$ cat config.mk
export PLATFORM = sky130hd
export DESIGN_NAME = seven_reader_flat
export DESIGN_NICKNAME = d
export VERILOG_FILES = /design/src/rtl/seven_pkg.sv /design/src/rtl/seven_if.sv /design/src/rtl/segdigit_decode.sv /design/src/rtl/seven_reader.sv /design/src/flat_wrapper.sv
export SDC_FILE = /design/constraint.sdc
export NUM_CORES = 1
export LEC_CHECK = 0
export CAP_MARGIN = 20
export CORE_UTILIZATION = 50
export CTS_CLUSTER_SIZE = 40
export DETAILED_ROUTE_END_ITERATION = 16
export PLACE_DENSITY = 0.78
export SYNTH_ARGS = -nofsm -noshare
export SYNTH_HDL_FRONTEND = slang
export SYNTH_SLANG_ARGS = --single-unit
$ cat constraint.sdc
create_clock -name clk -period 2.4 [get_ports clk]
set_input_delay 0.36 -clock clk [delete_from_list [all_inputs] [get_ports clk]]
set_output_delay 0.36 -clock clk [all_outputs]
set_load 0.005 [all_outputs]
$ cat src/rtl/seven_pkg.sv
// Shared constants and types for the seven-segment readback path.
package seven_pkg;

    localparam int unsigned SEG_W    = 7;
    localparam int unsigned NIBBLE_W = 4;
    localparam int unsigned DIGITS   = 4;

    // Segment patterns, bits {a,b,c,d,e,f,g}
    localparam logic [SEG_W-1:0] SEG_0     = 7'h7E;
    localparam logic [SEG_W-1:0] SEG_1     = 7'h30;
    localparam logic [SEG_W-1:0] SEG_2     = 7'h6D;
    localparam logic [SEG_W-1:0] SEG_3     = 7'h79;
    localparam logic [SEG_W-1:0] SEG_4     = 7'h33;
    localparam logic [SEG_W-1:0] SEG_5     = 7'h5B;
    localparam logic [SEG_W-1:0] SEG_6     = 7'h5F;
    localparam logic [SEG_W-1:0] SEG_7     = 7'h70;
    localparam logic [SEG_W-1:0] SEG_8     = 7'h7F;
    localparam logic [SEG_W-1:0] SEG_9     = 7'h7B;
    localparam logic [SEG_W-1:0] SEG_A     = 7'h77;
    localparam logic [SEG_W-1:0] SEG_B     = 7'h1F;
    localparam logic [SEG_W-1:0] SEG_C     = 7'h4E;
    localparam logic [SEG_W-1:0] SEG_D     = 7'h3D;
    localparam logic [SEG_W-1:0] SEG_E     = 7'h4F;
    localparam logic [SEG_W-1:0] SEG_F     = 7'h47;
    localparam logic [SEG_W-1:0] SEG_BLANK = 7'h00;

    localparam logic [15:0][SEG_W-1:0] SEG_MAP = {
        SEG_F, SEG_E, SEG_D, SEG_C, SEG_B, SEG_A, SEG_9, SEG_8,
        SEG_7, SEG_6, SEG_5, SEG_4, SEG_3, SEG_2, SEG_1, SEG_0
    };

    localparam logic [1:0] ERR_NONE    = 2'b00;
    localparam logic [1:0] ERR_PATTERN = 2'b01;
    localparam logic [1:0] ERR_SELECT  = 2'b10;
    localparam logic [1:0] ERR_TIMEOUT = 2'b11;

    typedef enum logic [1:0] {
        IDLE    = 2'd0,
        COLLECT = 2'd1,
        DONE    = 2'd2
    } state_t;

    typedef struct packed {
        logic [NIBBLE_W-1:0] nibble;
        logic                blank;
        logic                ok;
    } seg_dec_t;

endpackage

$ cat src/rtl/seven_if.sv
// Segment-bus capture interface: display-side inputs plus decoded readback.
interface seven_if;
    logic        enable;
    logic [7:0]  seg_in;
    logic [3:0]  dig_in;
    logic [15:0] value;
    logic        valid;
    logic        blank;
    logic        err;
    logic [1:0]  err_code;

    modport master (
        output enable, seg_in, dig_in,
        input  value, valid, blank, err, err_code
    );

    modport slave (
        input  enable, seg_in, dig_in,
        output value, valid, blank, err, err_code
    );
endinterface

$ cat src/rtl/segdigit_decode.sv
// Inverse of the display-side digit encoder: segment pattern to {nibble, blank, ok}.
module segdigit_decode
    import seven_pkg::*;
(
    input  logic [7:0] seg,
    output seg_dec_t   dec
);

    logic unused_dp;
    assign unused_dp = seg[0];

    always_comb begin
        dec = '0;
        if (seg[7:1] == SEG_BLANK) begin
            dec.blank = 1'b1;
            dec.ok    = 1'b1;
        end else begin
            for (int i = 0; i < 16; i++) begin
                if (seg[7:1] == SEG_MAP[i]) begin
                    dec.nibble = NIBBLE_W'(i);
                    dec.ok     = 1'b1;
                end
            end
        end
    end

endmodule

$ cat src/rtl/seven_reader.sv
// Samples a multiplexed 4-digit seven-segment bus, debounces each digit and
// reassembles the displayed 16-bit word, flagging blank words and bus errors.
module seven_reader
    import seven_pkg::*;
#(
    parameter int unsigned STABLE_CYCLES  = 4,
    parameter int unsigned TIMEOUT_CYCLES = 65535
) (
    input  logic    clk,
    input  logic    rst_n,
    seven_if.slave  bus
);

    localparam int unsigned CNT_W = 8;
    localparam int unsigned TMO_W = 16;

    logic [7:0]                      seg_s1, seg_s2, seg_p;
    logic [3:0]                      dig_s1, dig_s2, dig_p;
    logic [CNT_W-1:0]                stab_cnt, cnt_nxt;
    logic                            armed;
    logic [TMO_W-1:0]                tmo_cnt;
    state_t                          state;
    logic [DIGITS-1:0]               mask, mask_nxt;
    logic [DIGITS-1:0][NIBBLE_W-1:0] slot_nib, slot_nib_nxt;
    logic [DIGITS-1:0]               slot_blank, slot_blank_nxt;
    logic [15:0]                     value_r;
    logic                            valid_r, blank_r, err_r;
    logic [1:0]                      err_code_r;
    seg_dec_t                        dec;

    logic same, accept, onehot, good, bad_sel, bad_pat, tmo_hit;

    segdigit_decode u_decode (
        .seg (seg_s2),
        .dec (dec)
    );

    // Stability tracking and classification of the accepted sample
    always_comb begin
        same    = ({seg_s2, dig_s2} == {seg_p, dig_p});
        cnt_nxt = !same ? CNT_W'(1)
                : (stab_cnt == CNT_W'(STABLE_CYCLES)) ? stab_cnt
                : stab_cnt + CNT_W'(1);
        accept  = armed && same && (cnt_nxt == CNT_W'(STABLE_CYCLES));
        onehot  = (dig_s2 != 4'd0) && ((dig_s2 & (dig_s2 - 4'd1)) == 4'd0);
        good    = accept && onehot && dec.ok;
        bad_sel = accept && (dig_s2 != 4'd0) && !onehot;
        bad_pat = accept && onehot && !dec.ok;
        tmo_hit = (tmo_cnt == TMO_W'(TIMEOUT_CYCLES));
    end

    // Slot contents as they would be after writing the current digit
    always_comb begin
        slot_nib_nxt   = slot_nib;
        slot_blank_nxt = slot_blank;
        mask_nxt       = mask;
        for (int i = 0; i < int'(DIGITS); i++) begin
            if (dig_s2[i]) begin
                slot_nib_nxt[i]   = dec.nibble;
                slot_blank_nxt[i] = dec.blank;
                mask_nxt[i]       = 1'b1;
            end
        end
    end

    always_ff @(posedge clk or negedge rst_n) begin
        if (!rst_n) begin
            seg_s1     <= '0;
            seg_s2     <= '0;
            seg_p      <= '0;
            dig_s1     <= '0;
            dig_s2     <= '0;
            dig_p      <= '0;
            stab_cnt   <= '0;
            armed      <= 1'b1;
            tmo_cnt    <= '0;
            state      <= IDLE;
            mask       <= '0;
            slot_nib   <= '0;
            slot_blank <= '0;
            value_r    <= '0;
            valid_r    <= 1'b0;
            blank_r    <= 1'b0;
            err_r      <= 1'b0;
            err_code_r <= ERR_NONE;
        end else begin
            seg_s1   <= bus.seg_in;
            seg_s2   <= seg_s1;
            dig_s1   <= bus.dig_in;
            dig_s2   <= dig_s1;
            seg_p    <= seg_s2;
            dig_p    <= dig_s2;
            stab_cnt <= cnt_nxt;

            if (!same) begin
                armed <= 1'b1;
            end else if (accept) begin
                armed <= 1'b0;
            end

            valid_r <= 1'b0;
            err_r   <= 1'b0;

            if (!bus.enable) begin
                state   <= IDLE;
                mask    <= '0;
                tmo_cnt <= '0;
            end else begin
                // Pattern/select faults never touch the mask; timeout below overrides the code
                if (state != DONE && (bad_sel || bad_pat)) begin
                    err_r      <= 1'b1;
                    err_code_r <= bad_sel ? ERR_SELECT : ERR_PATTERN;
                end

                case (state)
                    IDLE: begin
                        if (good) begin
                            slot_nib   <= slot_nib_nxt;
                            slot_blank <= slot_blank_nxt;
                            mask       <= mask_nxt;
                            tmo_cnt    <= '0;
                            state      <= COLLECT;
                        end
                    end
                    COLLECT: begin
                        if (good) begin
                            slot_nib   <= slot_nib_nxt;
                            slot_blank <= slot_blank_nxt;
                            mask       <= mask_nxt;
                        end
                        // Completion takes priority over a coincident timeout
                        if (good && (mask_nxt == '1)) begin
                            value_r <= slot_nib_nxt;
                            blank_r <= &slot_blank_nxt;
                            valid_r <= 1'b1;
                            state   <= DONE;
                        end else if (tmo_hit) begin
                            err_r      <= 1'b1;
                            err_code_r <= ERR_TIMEOUT;
                            mask       <= '0;
                            state      <= IDLE;
                        end else begin
                            tmo_cnt <= tmo_cnt + TMO_W'(1);
                        end
                    end
                    DONE: begin
                        mask  <= '0;
                        state <= IDLE;
                    end
                    default: begin
                        mask  <= '0;
                        state <= IDLE;
                    end
                endcase
            end
        end
    end

    assign bus.value    = value_r;
    assign bus.valid    = valid_r;
    assign bus.blank    = blank_r;
    assign bus.err      = err_r;
    assign bus.err_code = err_code_r;

endmodule

$ cat src/flat_wrapper.sv
// flat-port wrapper written by rule: the top's interface ports become plain ports
module seven_reader_flat import seven_pkg::*;
#(
    parameter int unsigned STABLE_CYCLES  = 4,
    parameter int unsigned TIMEOUT_CYCLES = 65535
)
  (clk, rst_n, bus_enable, bus_seg_in, bus_dig_in, bus_value, bus_valid, bus_blank, bus_err, bus_err_code);
  seven_if bus_i ();
  input  logic clk;
  input  logic rst_n;
  input wire logic [$bits(bus_i.enable)-1:0] bus_enable;
  input wire logic [$bits(bus_i.seg_in)-1:0] bus_seg_in;
  input wire logic [$bits(bus_i.dig_in)-1:0] bus_dig_in;
  output wire logic [$bits(bus_i.value)-1:0] bus_value;
  output wire logic [$bits(bus_i.valid)-1:0] bus_valid;
  output wire logic [$bits(bus_i.blank)-1:0] bus_blank;
  output wire logic [$bits(bus_i.err)-1:0] bus_err;
  output wire logic [$bits(bus_i.err_code)-1:0] bus_err_code;
  assign bus_i.enable = bus_enable;
  assign bus_i.seg_in = bus_seg_in;
  assign bus_i.dig_in = bus_dig_in;
  assign bus_value = bus_i.value;
  assign bus_valid = bus_i.valid;
  assign bus_blank = bus_i.blank;
  assign bus_err = bus_i.err;
  assign bus_err_code = bus_i.err_code;
  seven_reader #(.STABLE_CYCLES(STABLE_CYCLES), .TIMEOUT_CYCLES(TIMEOUT_CYCLES)) u_core (.clk(clk), .rst_n(rst_n), .bus(bus_i));
endmodule
**Yosys cells after proc, flatten, opt, wreduce, memory -nomap -nowiden**

Cells that the tools add are included.

- Flip-flop bits (word level): 108
- Bits of input ports: 15
- Output and inout bits: 21
- Word-level logic and storage cells: 155

- Add/subtract/negate cells: 3
- Equality and inequality tests: 29
- Muxes and demuxes: 78
- Bitwise logic cells: 1
- Reductions and logical operators: 23

Operators with widths:

| cell | count |
|---|---|
| 4-bit 2-to-1 mux | 23 |
| 7-bit == test, second input constant | 12 |
| 16-bit 2-to-1 mux | 4 |
| 1-bit 2-to-1 mux | 37 |
| 16-bit case mux with 2 select lines | 1 |
| 7-bit by 6-bit == test with 1-bit output, second input constant | 3 |
| 2-bit 2-to-1 mux | 9 |
| 16-bit by 1-bit adder with 16-bit output, second input constant | 1 |
| 16-bit == test, second input constant | 1 |
| 8-bit by 3-bit == test with 1-bit output, second input constant | 2 |
| 8-bit 2-to-1 mux | 2 |
| 12-bit == test | 1 |
| 1-bit logical AND | 10 |
| 8-bit by 1-bit adder with 8-bit output, second input constant | 1 |
| 4-bit case mux with 2 select lines | 1 |
| 4-bit AND reduction | 2 |
| 7-bit by 5-bit == test with 1-bit output, second input constant | 1 |
| 7-bit zero test | 1 |
| 3-bit inequality test, second input constant | 2 |
| 3-bit AND reduction | 2 |
| 4-bit AND | 1 |
| 4-bit == test, second input constant | 1 |
| 4-bit zero test | 1 |
| 2-bit inequality test, second input constant | 2 |
| other kinds (12) | 13 |

**Logic depth before layout (Yosys ltp)**

- Depth after elaboration: 27
- Mapped depth: 11
- Mapped depth without buffers: 9

**By module**

A second synthesis with hierarchy kept.

- Cell total of the unflattened synthesis: 459
- Area, all modules: 5,012.3 sq um

Modules (own cells, without submodules):

| module | instances | cells an instance | area an instance (sq um) | seq. area each (sq um) |
|---|---|---|---|---|
| seven_reader | 1 | 407 | 4,631.9 | 2,703.8 |
| segdigit_decode | 1 | 52 | 380.4 | 0.0 |

**Worst setup path after synthesis**

No wires, ideal clock.

- Path kind: reg2reg
- From: register u_core.stab_cnt[0]
- To: register u_core.slot_blank[3]
- Library setup time: 128 ps
- Data arrival time: 2,390 ps
- Data required time: 2,272 ps
- Setup slack: -118 ps
- Stages on the path, launching flop included: 12
- Path buffers: 2
- Period minus slack after synthesis: 2,518 ps
- Cell sequence: dfrtp_1 > buf_2 > inv_1 > ha_1 > and4bb_1 > nor4b_2 > and4_4 > o211a_1 > and3_1 > buf_6 > nand3_4 > mux2_1

- Cells in the longest elaborated chain, start to end: 8
- Elaborated cells between the ends (all ways): 9
- Classes of those cells: add/sub (1); eq/ne (2); mux (2); reduce/logical (4)

RTL lines:

| element | line | RTL |
|---|---|---|
| from (decl) | seven_reader.sv:19 | `logic [CNT_W-1:0] stab_cnt, cnt_nxt;` |
| from (signal assigned) | seven_reader.sv:93 | `stab_cnt <= cnt_nxt;` |
| 8-bit by 1-bit adder with 8-bit output / 8-bit by 3-bit == test with 1-bit output (equally long branches) | seven_reader.sv:43, seven_reader.sv:42 |  |
| 8-bit 2-to-1 mux * | seven_reader.sv:42 | `: (stab_cnt == CNT_W'(STABLE_CYCLES)) ? stab_cnt` |
| 8-bit 2-to-1 mux * | seven_reader.sv:41 | `cnt_nxt = !same ? CNT_W'(1)` |
| 8-bit by 3-bit == test with 1-bit output * | seven_reader.sv:44 | `accept = armed && same && (cnt_nxt == CNT_W'(STABLE_CYCLES));` |
| 1-bit logical AND * | seven_reader.sv:44 |  |
| 1-bit logical AND * (2 in series) | seven_reader.sv:46 | `good = accept && onehot && dec.ok;` |
| 3-bit AND reduction (no source line) * | n/a |  |
| to (signal assigned) | seven_reader.sv:119 | `slot_blank <= slot_blank_nxt;` |
| to (signal assigned) | seven_reader.sv:128 | `slot_blank <= slot_blank_nxt;` |
| to (decl) | seven_reader.sv:25 | `logic [DIGITS-1:0] slot_blank, slot_blank_nxt;` |

Mark *: on every way between the ends. The rest lies on a longest branch, timed or not.
A chain may end at the register's enable or synchronous reset.

**Worst setup path in the final report**

- From: register u_core.stab_cnt[0]
- To: register u_core.value_r[4] (netlist: u_core.bus.value[4])

- Cells in the longest elaborated chain, start to end: 9
- Elaborated cells between the ends (all ways): 10
- Classes of those cells: add/sub (1); eq/ne (2); mux (2); reduce/logical (5)

RTL lines:

| element | line | RTL |
|---|---|---|
| 8-bit by 1-bit adder with 8-bit output / 8-bit by 3-bit == test with 1-bit output (equally long branches) | seven_reader.sv:43, seven_reader.sv:42 |  |
| 8-bit 2-to-1 mux * | seven_reader.sv:42 |  |
| 8-bit 2-to-1 mux * | seven_reader.sv:41 |  |
| 8-bit by 3-bit == test with 1-bit output * | seven_reader.sv:44 |  |
| 1-bit logical AND * | seven_reader.sv:44 |  |
| 1-bit logical AND * (2 in series) | seven_reader.sv:46 |  |
| 1-bit logical AND * | seven_reader.sv:132 | `if (good && (mask_nxt == '1)) begin` |
| 3-bit AND reduction (no source line) * | n/a |  |
| to (signal assigned) | seven_reader.sv:133 | `value_r <= slot_nib_nxt;` |
| to (decl) | seven_reader.sv:26 | `logic [15:0] value_r;` |

Marked as above.

==> reports/metrics.cfg <==
[critical_path]
critPathMaxStageDelay_ns = 0.46
cp.buffers_inverters = 4
timing.critical_path.arrival_ns = 2.79
crit_required_ns = 2.69
critical_path.max_fanout = 8
critical_path.top_delay_family = simple AND/OR/NAND/NOR gates
critical_path.endpoint_type = register
critical-path-slowest-cell = sky130_fd_sc_hd__dfrtp_2
path_class = register to register
cell_by_cell_trace_of_the_critical_path = inv_2 > ha_4 > nand2b_4 > nor4b_2 > and4_4 > o2111a_1 > buf_4 > nand4_1 > buf_6 > clkbuf_16 > nand2_2 > o21ai_2
worst_setup_sp_type = register

[routing]
detailroute.via_count = 4196
wl_met3_um = 603
post_route_ant_nets = 0
detail_route.wirelength_um = 12200
top_layer = met4
routedLengthMet1_um = 5140
wl_per_cell_um = 17.2
drc = 0
detailedRoute.firstPassIterationCount = 5
met2_length_um = 6250
vias_per_cell = 5.88
detailedRoute.firstIterationViolations = 252

[cts]
clk-insertion-delay-late_ns = 0.40
cts.reportedPaths.clkPinSlew_ns = 0.11
cts.path.max_buffers = 2
tritoncts.num_buffers = 9
cts_max_level = 3
cts_sinks = 108
clockRootBuffer = sky130_fd_sc_hd__clkbuf_8
cts_tree = built

[job]
maxCapViolCount = 0

[hold_path]
timing.hold.worst.class = register to register

[die]
die-width_um = 104
start_util_pct = 52.3
core_region_area_um2 = 9910
fp.dieH_um = 104
die-area_um2 = 10800
rows = 36
io-pin-count = 36

[timing]
finalSetupViolCount = 48
fmax_ghz = 0.400
drv_slew = 0
clock_skew_ns = 0.0205
maxSlewHeadroom_pct = 63.7
period_minus_slack_ns = 2.50
final_hold_viol_count = 0
final.period_utilization_pct = 104
setup_ws_post_layout_ns = -0.0980
worst_slew_pin_slew_ns = 0.536
rsz0062_at_grt = true

[finish]
fin_util_pct = 67.1
layout_overhead_on_the_synthesized_area_pct = 28.5
finalNonFillerCells = 713
final_net_count = 593
antenna_cells_inserted = 0
post_route_cells_drive_above_1_share_pct = 30.7

[yosys]
ys_top_cells_by_count = sky130_fd_sc_hd__dfrtp_1, sky130_fd_sc_hd__nand2_1, sky130_fd_sc_hd__o21ai_0, sky130_fd_sc_hd__nor2_1, sky130_fd_sc_hd__mux2_2
synth.net_count = 504
netlist_instances = 486
synth_warnings = 0
ys_dominant_reg_cell = sky130_fd_sc_hd__dfrtp_1
async_flop_share_pct = 100
netlist-cell-type-count = 66
ys_ff_latch = 108
synth_edf_count = 0
synth_most_common_cell = sky130_fd_sc_hd__dfrtp_1
yosysTopAreaCell = sky130_fd_sc_hd__dfrtp_1
synth-seq-area-share_pct = 52.2
post_synth.cell_area_avg_um2 = 10.7
syn-cell-area_um2 = 5180
ys_top_cells_by_area = sky130_fd_sc_hd__dfrtp_1, sky130_fd_sc_hd__nand2_1, sky130_fd_sc_hd__mux2_2, sky130_fd_sc_hd__o21ai_0, sky130_fd_sc_hd__mux2i_1
synth_top_area_share_pct = 51.7

[place]
detailedPlacementHpwl_um = 7920
dp.cells = 679
portBuffers = 35
finalWeightedCongestion = 0.901

[pwr]
max-vdd-ir-drop_mv = 0.543
power_density_nw_per_um2 = 483
leakage_power_summed_over_all_cells_nw = 2.86

[grt]
grt_antenna_before_repair = 1
grt_use_total_pct = 22.8
globalRouteOverflowTotal = 0
via_count_of_the_first_global_routing_pass = 4077
grt_pass1_wl_um = 19700
grt_max_degree = 59

[status]
status = finished with violations
failing_checks = negative setup slack

[worst reg2reg max path: stages (launching register included)]
cell and delay, ns:
sky130_fd_sc_hd__dfrtp_2 0.46, sky130_fd_sc_hd__inv_2 0.08, sky130_fd_sc_hd__ha_4 0.19, sky130_fd_sc_hd__nand2b_4 0.13, sky130_fd_sc_hd__nor4b_2 0.26, sky130_fd_sc_hd__and4_4 0.30, sky130_fd_sc_hd__o2111a_1 0.24, sky130_fd_sc_hd__buf_4 0.12
sky130_fd_sc_hd__nand4_1 0.10, sky130_fd_sc_hd__buf_6 0.19, sky130_fd_sc_hd__clkbuf_16 0.19, sky130_fd_sc_hd__nand2_2 0.08, sky130_fd_sc_hd__o21ai_2 0.05
[per-stage QoR]
step	setup TNS (ns)	setup slack (ns)	cell area [um2]	hold slack, ns	power [mW]
floorplan	-0.151	-0.0351	5210	0.0644	2.03
CTS	-0.833	-0.0564	6290	0.362	3.23
global placement	-0.755	-0.0760	6030	0.333	2.17
finish	-1.98	-0.0980	6650	0.355	3.21
global route	-5.20	-0.154	6650	0.373	3.36
detailed placement	-2.43	-0.190	6030	0.338	2.17
[cells by family (layout without fill, tap and decap cells)]
kind of cell	count (synthesis)	count (layout)	synth area share [%]
muxes	35	35	7.25
adders and majority gates	3	3	0.725
DFF	108	108	52.2
AOI/OAI and AO/OA	105	105	13.5
xor gates and xnor gates	22	22	3.72
buffers and inverters	39	132	3.65
and+or+nand+nor	174	175	19.0
[routing by layer]
layer,track usage (%),vias to the layer above
li1,-,1943
met4,7.45,0
met1,29.2,2106
met3,5.10,29
met2,38.4,118
met5,0,-
[final cells by class]
cell class	count	area [um2]
Fill cell	760	3260
Sequential cell	108	2710
Multi-Input combinational cell	340	2550
Timing Repair Buffer	104	998
Tap cell	133	166
Clock buffer	9	124
Clock inverter	7	57.6
Inverter	12	45.0
[power breakdown]
| part | internal, mW | switching (mW) | leakage, nW |
|---|---|---|---|
| sequential | 1.85 | 0.0273 | 1.41 |
| combinational | 0.122 | 0.157 | 1.36 |
| clock | 0.394 | 0.661 | 0.0934 |
[path summary, 6_finish.rpt]
check / start / endpoint / slack [ns] / depth (start not counted)
max in group asynchronous: rst_n / u_core.dig_s2[1] / 1.27 / 3
hold / removal: u_core.dig_s1[2] / u_core.dig_s2[2] / 0.35 / 0
min in group asynchronous: rst_n / u_core.stab_cnt[2] / 0.46 / 2
setup reg to reg: u_core.stab_cnt[0] / u_core.bus.value[4] / -0.1 / 12
setup / recovery: u_core.stab_cnt[0] / u_core.bus.value[4] / -0.1 / 12
hold reg to reg: u_core.dig_s1[2] / u_core.dig_s2[2] / 0.35 / 0
[flip-flops by register name, summed over array words and instances, names as in the netlist]
name,count
u_core.bus.value,16
u_core.slot_nib,16
u_core.tmo_cnt,16
u_core.seg_p,8
u_core.seg_s1,8
u_core.seg_s2,8
u_core.stab_cnt,8
u_core.dig_p,4
u_core.dig_s1,4
u_core.dig_s2,4
u_core.mask,4
u_core.slot_blank,4
u_core.bus.err_code,2
u_core.state,2
u_core.armed,1
u_core.bus.blank,1
u_core.bus.err,1
u_core.bus.valid,1
[cells in the final DEF (no fill, tap or decap), drive strengths merged, types with 7 or more instances in the layout]
cell,Yosys,final
nand2,59,59
xnor2,15,15
nand3,18,18
dfrtp,107,107
nor2,22,22
nand4,10,11
nand2b,10,10
inv,12,15
o21ai,38,38
o22ai,8,8
buf,17,66
clkbuf,10,12
xor2,7,7
a21oi,14,14
clkdlybuf4s50,0,34
mux2,20,20
mux2i,15,15
nor3,17,17
[what timing repair did]
action,in CTS,in global routing
resized for setup,13,76
hold buffers,1,0
setup buffers,3,8
cloned,1,6
pin swaps,4,24
endpoints found under the hold margin,35,0
endpoints found under the setup margin,39,61
Note: power is estimated with default switching activity, not from simulation.
